**src/rtl/sipo_shift_register.sv**
```systemverilog
// sipo_shift_register: serial-in, parallel-out receiver for the single-wire link.
// Bits arrive LSB first. A completed word is presented in a holding register
// behind a valid/ready handshake. If the holding register is still full, a
// completed word is dropped and overrun pulses for one cycle.
// Optional build macro SIPO_PARITY_EN: each word carries a trailing even-parity
// bit, and a parity_err output loads together with parallel_out.
module sipo_shift_register #(
    parameter int WIDTH = 4,
    parameter int CNT_W = $clog2(WIDTH + 1)
) (
    input  logic             clk,
    input  logic             rst,
    input  logic             serial_in,
    input  logic             shift_en,
    input  logic             clear,
    output logic [WIDTH-1:0] parallel_out,
    output logic             out_valid,
    input  logic             out_ready,
    output logic [CNT_W-1:0] bit_count,
    output logic             overrun
`ifdef SIPO_PARITY_EN
    ,
    output logic             parity_err
`endif
);

`ifdef SIPO_PARITY_EN
    // Data bits are fully shifted in before the parity bit arrives, so the
    // shifter keeps all WIDTH data bits and the parity bit is never stored.
    localparam int SREG_W   = WIDTH;
    localparam int LAST_BIT = WIDTH;
`else
    // The newest bit comes straight from serial_in on the completing edge,
    // so the shifter only needs to hold the WIDTH-1 bits before it.
    localparam int SREG_W   = WIDTH - 1;
    localparam int LAST_BIT = WIDTH - 1;
`endif

    localparam logic [CNT_W-1:0] LAST_CNT = CNT_W'(LAST_BIT);

    logic [SREG_W-1:0] sreg;
    logic [WIDTH-1:0]  word;
    logic              shift_fire;
    logic              complete;
    logic              take;
    logic              load;
    logic              drop;

    // Even parity: error when the data bits plus the parity bit XOR to 1.
    function automatic logic parity_check(input logic [WIDTH-1:0] data, input logic par);
        return (^data) ^ par;
    endfunction

    // Decode shift, completion and handshake events for this edge.
    always_comb begin
        shift_fire = shift_en & ~clear;
        complete   = shift_fire && (bit_count == LAST_CNT);
        take       = out_valid & out_ready;
        load       = complete & (~out_valid | out_ready);
        drop       = complete & ~load;
`ifdef SIPO_PARITY_EN
        word       = sreg;
`else
        word       = {serial_in, sreg};
`endif
    end

    // Shifter and bit counter; clear discards the partial word and wins over shift_en.
    always_ff @(posedge clk) begin
        if (rst) begin
            sreg      <= '0;
            bit_count <= '0;
        end else if (clear) begin
            sreg      <= '0;
            bit_count <= '0;
        end else if (shift_fire) begin
            sreg      <= SREG_W'({serial_in, sreg} >> 1);
            bit_count <= complete ? '0 : bit_count + CNT_W'(1);
        end
    end

    // Holding register and handshake; a load and a transfer can share one edge.
    always_ff @(posedge clk) begin
        if (rst) begin
            parallel_out <= '0;
            out_valid    <= 1'b0;
            overrun      <= 1'b0;
`ifdef SIPO_PARITY_EN
            parity_err   <= 1'b0;
`endif
        end else begin
            overrun <= drop;
            if (load) begin
                parallel_out <= word;
                out_valid    <= 1'b1;
`ifdef SIPO_PARITY_EN
                parity_err   <= parity_check(sreg, serial_in);
`endif
            end else if (take) begin
                out_valid <= 1'b0;
            end
        end
    end

endmodule

```
**config.mk**
```make
export PLATFORM = sky130hd
export DESIGN_NAME = sipo_shift_register
export DESIGN_NICKNAME = d
export VERILOG_FILES = /design/src/rtl/sipo_shift_register.sv
export SDC_FILE = /design/constraint.sdc
export NUM_CORES = 1
export LEC_CHECK = 0
export BUFFER_PORTS_ARGS = -buffer_cell sky130_fd_sc_hd__buf_2
export CORE_UTILIZATION = 37
export CTS_CLUSTER_SIZE = 28
export DETAILED_ROUTE_END_ITERATION = 10
export PLACE_DENSITY_LB_ADDON = 0.2
export SKIP_CTS_REPAIR_TIMING = 1
export SLEW_MARGIN = 10
export SYNTH_ARGS = -nofsm -noshare
export SYNTH_HDL_FRONTEND = slang
export SYNTH_SLANG_ARGS = --single-unit
export TNS_END_PERCENT = 5
```
**constraint.sdc**
```tcl
create_clock -name clk -period 3.48 [get_ports clk]
set_clock_uncertainty 0.2 [all_clocks]
set_input_delay 0.174 -clock clk [delete_from_list [all_inputs] [get_ports clk]]
set_output_delay 0.174 -clock clk [all_outputs]
set_load 0.005 [all_outputs]
```
==> impl_metrics.toml, run 1 <==
[synth]
ys_seq_elements = 12
yosysUniqueCellTypes = 13
netlist_area_um2 = 523
yosys-top-cells-area = "dfxtp_1, mux2i_1, nand2b_1, nor2_1, ha_1"
synth_top_area_share_pct = 45.9
synth_cells = 50
synth_warnings = 0
syn_area_per_cell_um2 = 10.5
seq_area_frac_synth_pct = 45.9
syn_nets = 58
synth_top_area_cell = "dfxtp_1"

[global_routing]
busiest_layer = "met1"
met1_usage_pct = 15.9
grt_pass1_wl_um = 1190
grt_overflow_total = 0
gr-usage-all-layers_pct = 12.1
grt_max_degree = 11
grtUsageMet2_pct = 14.3
grt_pass1_vias = 294
antenna_found_initial = 0
use_met3_pct = 6.82

[clocking]
clock-sinks = 12
clk-insertion-delay-late_ns = 0.26
clkTransAtPathRegs_ns = 0.07
h-tree-depth = 1
cts_made_buffers = 3
cts_buffer_depth = 2
cts_root_buf = "clkbuf_4"
cts_tree = "built"

[placed_design]
dp_cells = 77
preCtsSetupSlack_ns = 1.86
place_congestion = 0.621
dpl.hpwl_um = 576
io_buffers = 14

[timing]
tns_ns = 0
tightestPinTransition_ns = 0.302
fin_crit_sh_pct = 46.5
hold_viol = 0
slew_violations = 0
max_freq_ghz = 0.618
setup_violations = 0
slew_headroom_pct = 79.9
min_period_ns = 1.62
fin_ws_ns = 1.86
rsz0062_at_grt = "false"

[final_layout]
final_cell_mix = "buf_2, dfxtp_1, mux2i_1"
final_common_cell = "buf_2"
synthToLayoutAreaGrowth_pct = 22.2
finalNetCount = 77
n_antenna_cell = 0
drive_gt1_share_pct = 29.9
final_cells = 82

[floorplan]
io_pins = 15
rows = 13
die_w_um = 39.6
die_area_mm2 = 0.00157
initial_core_util_pct = 40.2
core_area_mm2 = 0.00130
die_h_um = 39.6

[power]
power.density_mw_per_mm2 = 371
power_mw = 0.237
ir_drop_mv = 0.242
p_leak_nw = 0.289

[run]
max_cap_violations = 0

[critical_path]
crit_arrival_ns = 1.61
cp_max_fo = 4
critical_path_class = "reg2reg"
worstPathRequired_ns = 3.48
start_kind = "flip-flop"
end_kind = "flip-flop"

[detailed_routing]
vias_per_cell = 4.67
drt_iter0_drc = 3
first_pass_iters = 2
final_antenna_net_count = 0
wl_per_cell_um = 9.73
drc = 0
vias = 383
totalWireLength_um = 798

[worst_hold_path]
hold_class = "in2reg"

[run_status]
status = "finished, final reports clean"
report_power, final:
part,internal (mW),leakage (nW),switching (mW)
sequential,0.139,0.0969,0.00101
combinational,0.00898,0.179,0.00771
clock,0.0400,0.0138,0.0408
total,0.187,0.289,0.0496
routing by layer:
layer / up-vias / routed length [um] / share of wire (%)
met5: - / 0 / 0
li1: 198 / - / -
met1: 176 / 414 / 52
met4: 0 / 0 / 0
met3: 0 / 41 / 5.1
met2: 9 / 342 / 43
final cells by class:
cell class	count	area (um2)
Clock buffer	3	22.5
Fill cell	144	662
Sequential cell	12	240
Tap cell	15	18.8
Multi-Input combinational cell	35	264
Inverter	1	3.75
Timing Repair Buffer	16	90.1
synth_stat cells (all sizes together):
cell	n
nand2b	9
dfxtp	12
nand2	1
clkbuf	1
nor2	9
or2	1
nor3b	1
buf	1
o21a	1
ha	2
inv	1
mux2i	10
nor3	1
cells by family after synthesis:
group	share of synthesized area [%]
and+or+nand+nor	25.1
muxes	19.1
DFF	45.9
AOI/OAI and AO/OA	1.44
buffers and inverters	3.59
adders and majority gates	4.78
registers in the layout, summed over array words and instances, names as in the netlist:
register / flops
sreg: 3
bit_count: 3
overrun: 1
out_valid: 1
parallel_out: 4
critical path, stage by stage, from the launching register on:
cell and delay (ns):
dfxtp_1 0.37, ha_1 0.16, ha_1 0.22, nand2_4 0.08, nor3b_4 0.30, mux2i_1 0.22
path summary, 6_finish.rpt:
path / from / slack, ns / cells past startpoint / endpoint
min reg2reg: parallel_out[3]$_SDFFE_PP0P_ / 0.27 / 2 / parallel_out[3]$_SDFFE_PP0P_
max reg2reg: bit_count[0]$_SDFFE_PP0P_ / 1.86 / 5 / parallel_out[2]$_SDFFE_PP0P_
max: bit_count[0]$_SDFFE_PP0P_ / 1.86 / 5 / parallel_out[2]$_SDFFE_PP0P_
min: out_ready / 0.03 / 3 / overrun$_SDFF_PP0_
stage by stage:
stage / util (%) / instance area [um2] / hold slack [ns]
floorplan: - / 523 / 0.0457
global placement: 45.9 / 597 / 0.243
detailed placement: 45.9 / 597 / 0.238
CTS: 47.6 / 619 / -0.0502
global route: 49.1 / 639 / 0.0316
finish: 49.1 / 639 / 0.0269
Power figures use the tool's default switching activity.
==> run 2: changes to the inputs <==
==> constraint.sdc (replaced) <==
create_clock -name clk -period 1.5 [get_ports clk]
set_clock_uncertainty 0.2 [all_clocks]
set_input_delay 0.075 -clock clk [delete_from_list [all_inputs] [get_ports clk]]
set_output_delay 0.075 -clock clk [all_outputs]
set_load 0.005 [all_outputs]
==> impl_metrics.toml, run 2 (synthesized netlist as in run 1, its figures left out) <==
[run_status]
status = "finished with violations"
violations = "negative hold slack"

[power]
ir_drop_mv = 0.444
p_int_mw = 0.498
p_leak_nw = 0.335
p_sw_mw = 0.144
clkPwrFrac_pct = 41.9
comb_power_share_pct = 7.7
power.density_mw_per_mm2 = 861
seqPwrFrac_pct = 50.5
power_mw = 0.642
switching_share_pct = 22.5

[final_layout]
fill_cells = 128
largest_reg_flops = 4
final_cells = 91
regMostFlops = "parallel_out"
drive_gt1_share_pct = 40.8
finalNetCount = 85
final_cell_mix = "buf_2, mux2i_1, dfxtp_1"
final_common_cell = "buf_2"
largestRegisters = "parallel_out: 4 flops, bit_count: 3 flops, sreg: 3 flops"
n_antenna_cell = 0
synthToLayoutAreaGrowth_pct = 42.6

[floorplan]
core_area_mm2 = 0.00130
initial_core_util_pct = 40.2
io_pins = 15
die_area_mm2 = 0.00157
die_w_um = 39.6
die_h_um = 39.6
rows = 13

[worst_hold_path]
hold_class = "in2reg"
holdPathStages = 4
hold_end = "overrun$_SDFF_PP0_"
hp-start = "shift_en"

[detailed_routing]
vias = 413
final_antenna_net_count = 0
wl_per_cell_um = 10.5
vias_per_cell = 4.54
totalWireLength_um = 951
first_pass_iters = 4
drc = 0
drt_iter0_drc = 11

[critical_path]
crit_slowest_cell = "dfxtp_2"
cp_common_cell = "ha_4"
start_kind = "flip-flop"
crit_chain = "ha_4 > ha_4 > nand2_4 > nor3b_4 > mux2i_1"
r2r-end = "parallel_out[1]$_SDFFE_PP0P_"
r2r_setup_slack_ns = 0.01
crit_arrival_ns = 1.49
cpPeakStageDelay_ns = 0.36
reg2reg_from = "bit_count[1]$_SDFFE_PP0P_"
critical_path_class = "reg2reg"
r2r_cells = 5
cp_max_fo = 4
end_kind = "flip-flop"
worstPathRequired_ns = 1.51

[timing]
rsz0062_at_grt = "true"
fin_ws_ns = 0.0140
finalHoldWorstSlack_ns = -0.0322
min_period_ns = 1.49
setup_violations = 0
slew_headroom_pct = 80.4
max_freq_ghz = 0.673
slew_violations = 0
fin_crit_sh_pct = 99.1
tightestPinTransition_ns = 0.294
hold_viol = 1

[placed_design]
io_buffers = 14
place_congestion = 0.739
dpl.hpwl_um = 647
preCtsSetupSlack_ns = -0.000106
dp_cells = 82

[global_routing]
grt_pass1_vias = 347
antenna_found_initial = 0
grt_overflow_total = 0
gr-usage-all-layers_pct = 14.3
grt_max_degree = 11
grt_pass1_wl_um = 1440

[clocking]
cts_buffer_depth = 2
h-tree-depth = 1
clk-insertion-delay-late_ns = 0.28
cts_root_buf = "clkbuf_4"
cts_tree = "built"
clkTransAtPathRegs_ns = 0.09
cts_made_buffers = 3
clock-sinks = 12

[run]
max_cap_violations = 0
[run 2: how the worst max path moves through the flow]
stage	end	from	cells past startpoint	slack, ns
finish	parallel_out[1]$_SDFFE_PP0P_	bit_count[1]$_SDFFE_PP0P_	5	0.01
global route	parallel_out[2]$_SDFFE_PP0P_	bit_count[1]$_SDFFE_PP0P_	5	-0.05
CTS	parallel_out[2]$_SDFFE_PP0P_	bit_count[0]$_SDFFE_PP0P_	5	-0.04
detailed placement	parallel_out[2]$_SDFFE_PP0P_	bit_count[0]$_SDFFE_PP0P_	5	-0.0001
global placement	parallel_out[3]$_SDFFE_PP0P_	bit_count[0]$_SDFFE_PP0P_	5	-0.004
floorplan	parallel_out[0]$_SDFFE_PP0P_	bit_count[0]$_SDFFE_PP0P_	5	0.02
[run 2: cell type report]
cell class                 instances  area [um2]  share of cell area (%)
multi-input combinational         35         289                    38.8
inverter                           1        3.75                   0.503
clock buffer                       4        36.3                    4.87
timing repair buffer              24         155                    20.8
sequential                        12         243                    32.6
tap                               15        18.8                    2.52
[run 2: power groups by stage]
stage                     combinational (mW)  clock (mW)  sequential (mW)
after floorplan                       0.0242           0            0.331
after global placement                0.0409           0            0.331
after detailed placement              0.0407           0            0.331
after CTS                             0.0409       0.271            0.323
after global routing                  0.0540       0.289            0.325
final                                 0.0492       0.269            0.324
[run 2: critical path: cells and delay by family, from the launching register on]
kind                       cells  cell delay (ns)
DFF                            1             0.36
and+or+nand+nor                2             0.34
adders and majority gates      2             0.27
muxes                          1             0.24
[run 2: stage by stage]
step / area, um2 / utilization (%) / TNS (ns)
finish: 746 / 57.3 / 0
global route: 746 / 57.3 / -0.199
CTS: 688 / 52.9 / -0.125
detailed placement: 652 / 50.1 / -0.000106
global placement: 652 / 50.1 / -0.00605
floorplan: 541 / - / 0
[run 2: metal layers]
layer / GRT usage [%] / part of all wire (%)
met1: 20.0 / 53
met2: 17.2 / 41
met3: 5.11 / 4.7
met4: 10.3 / 1.7
met5: 0 / 0
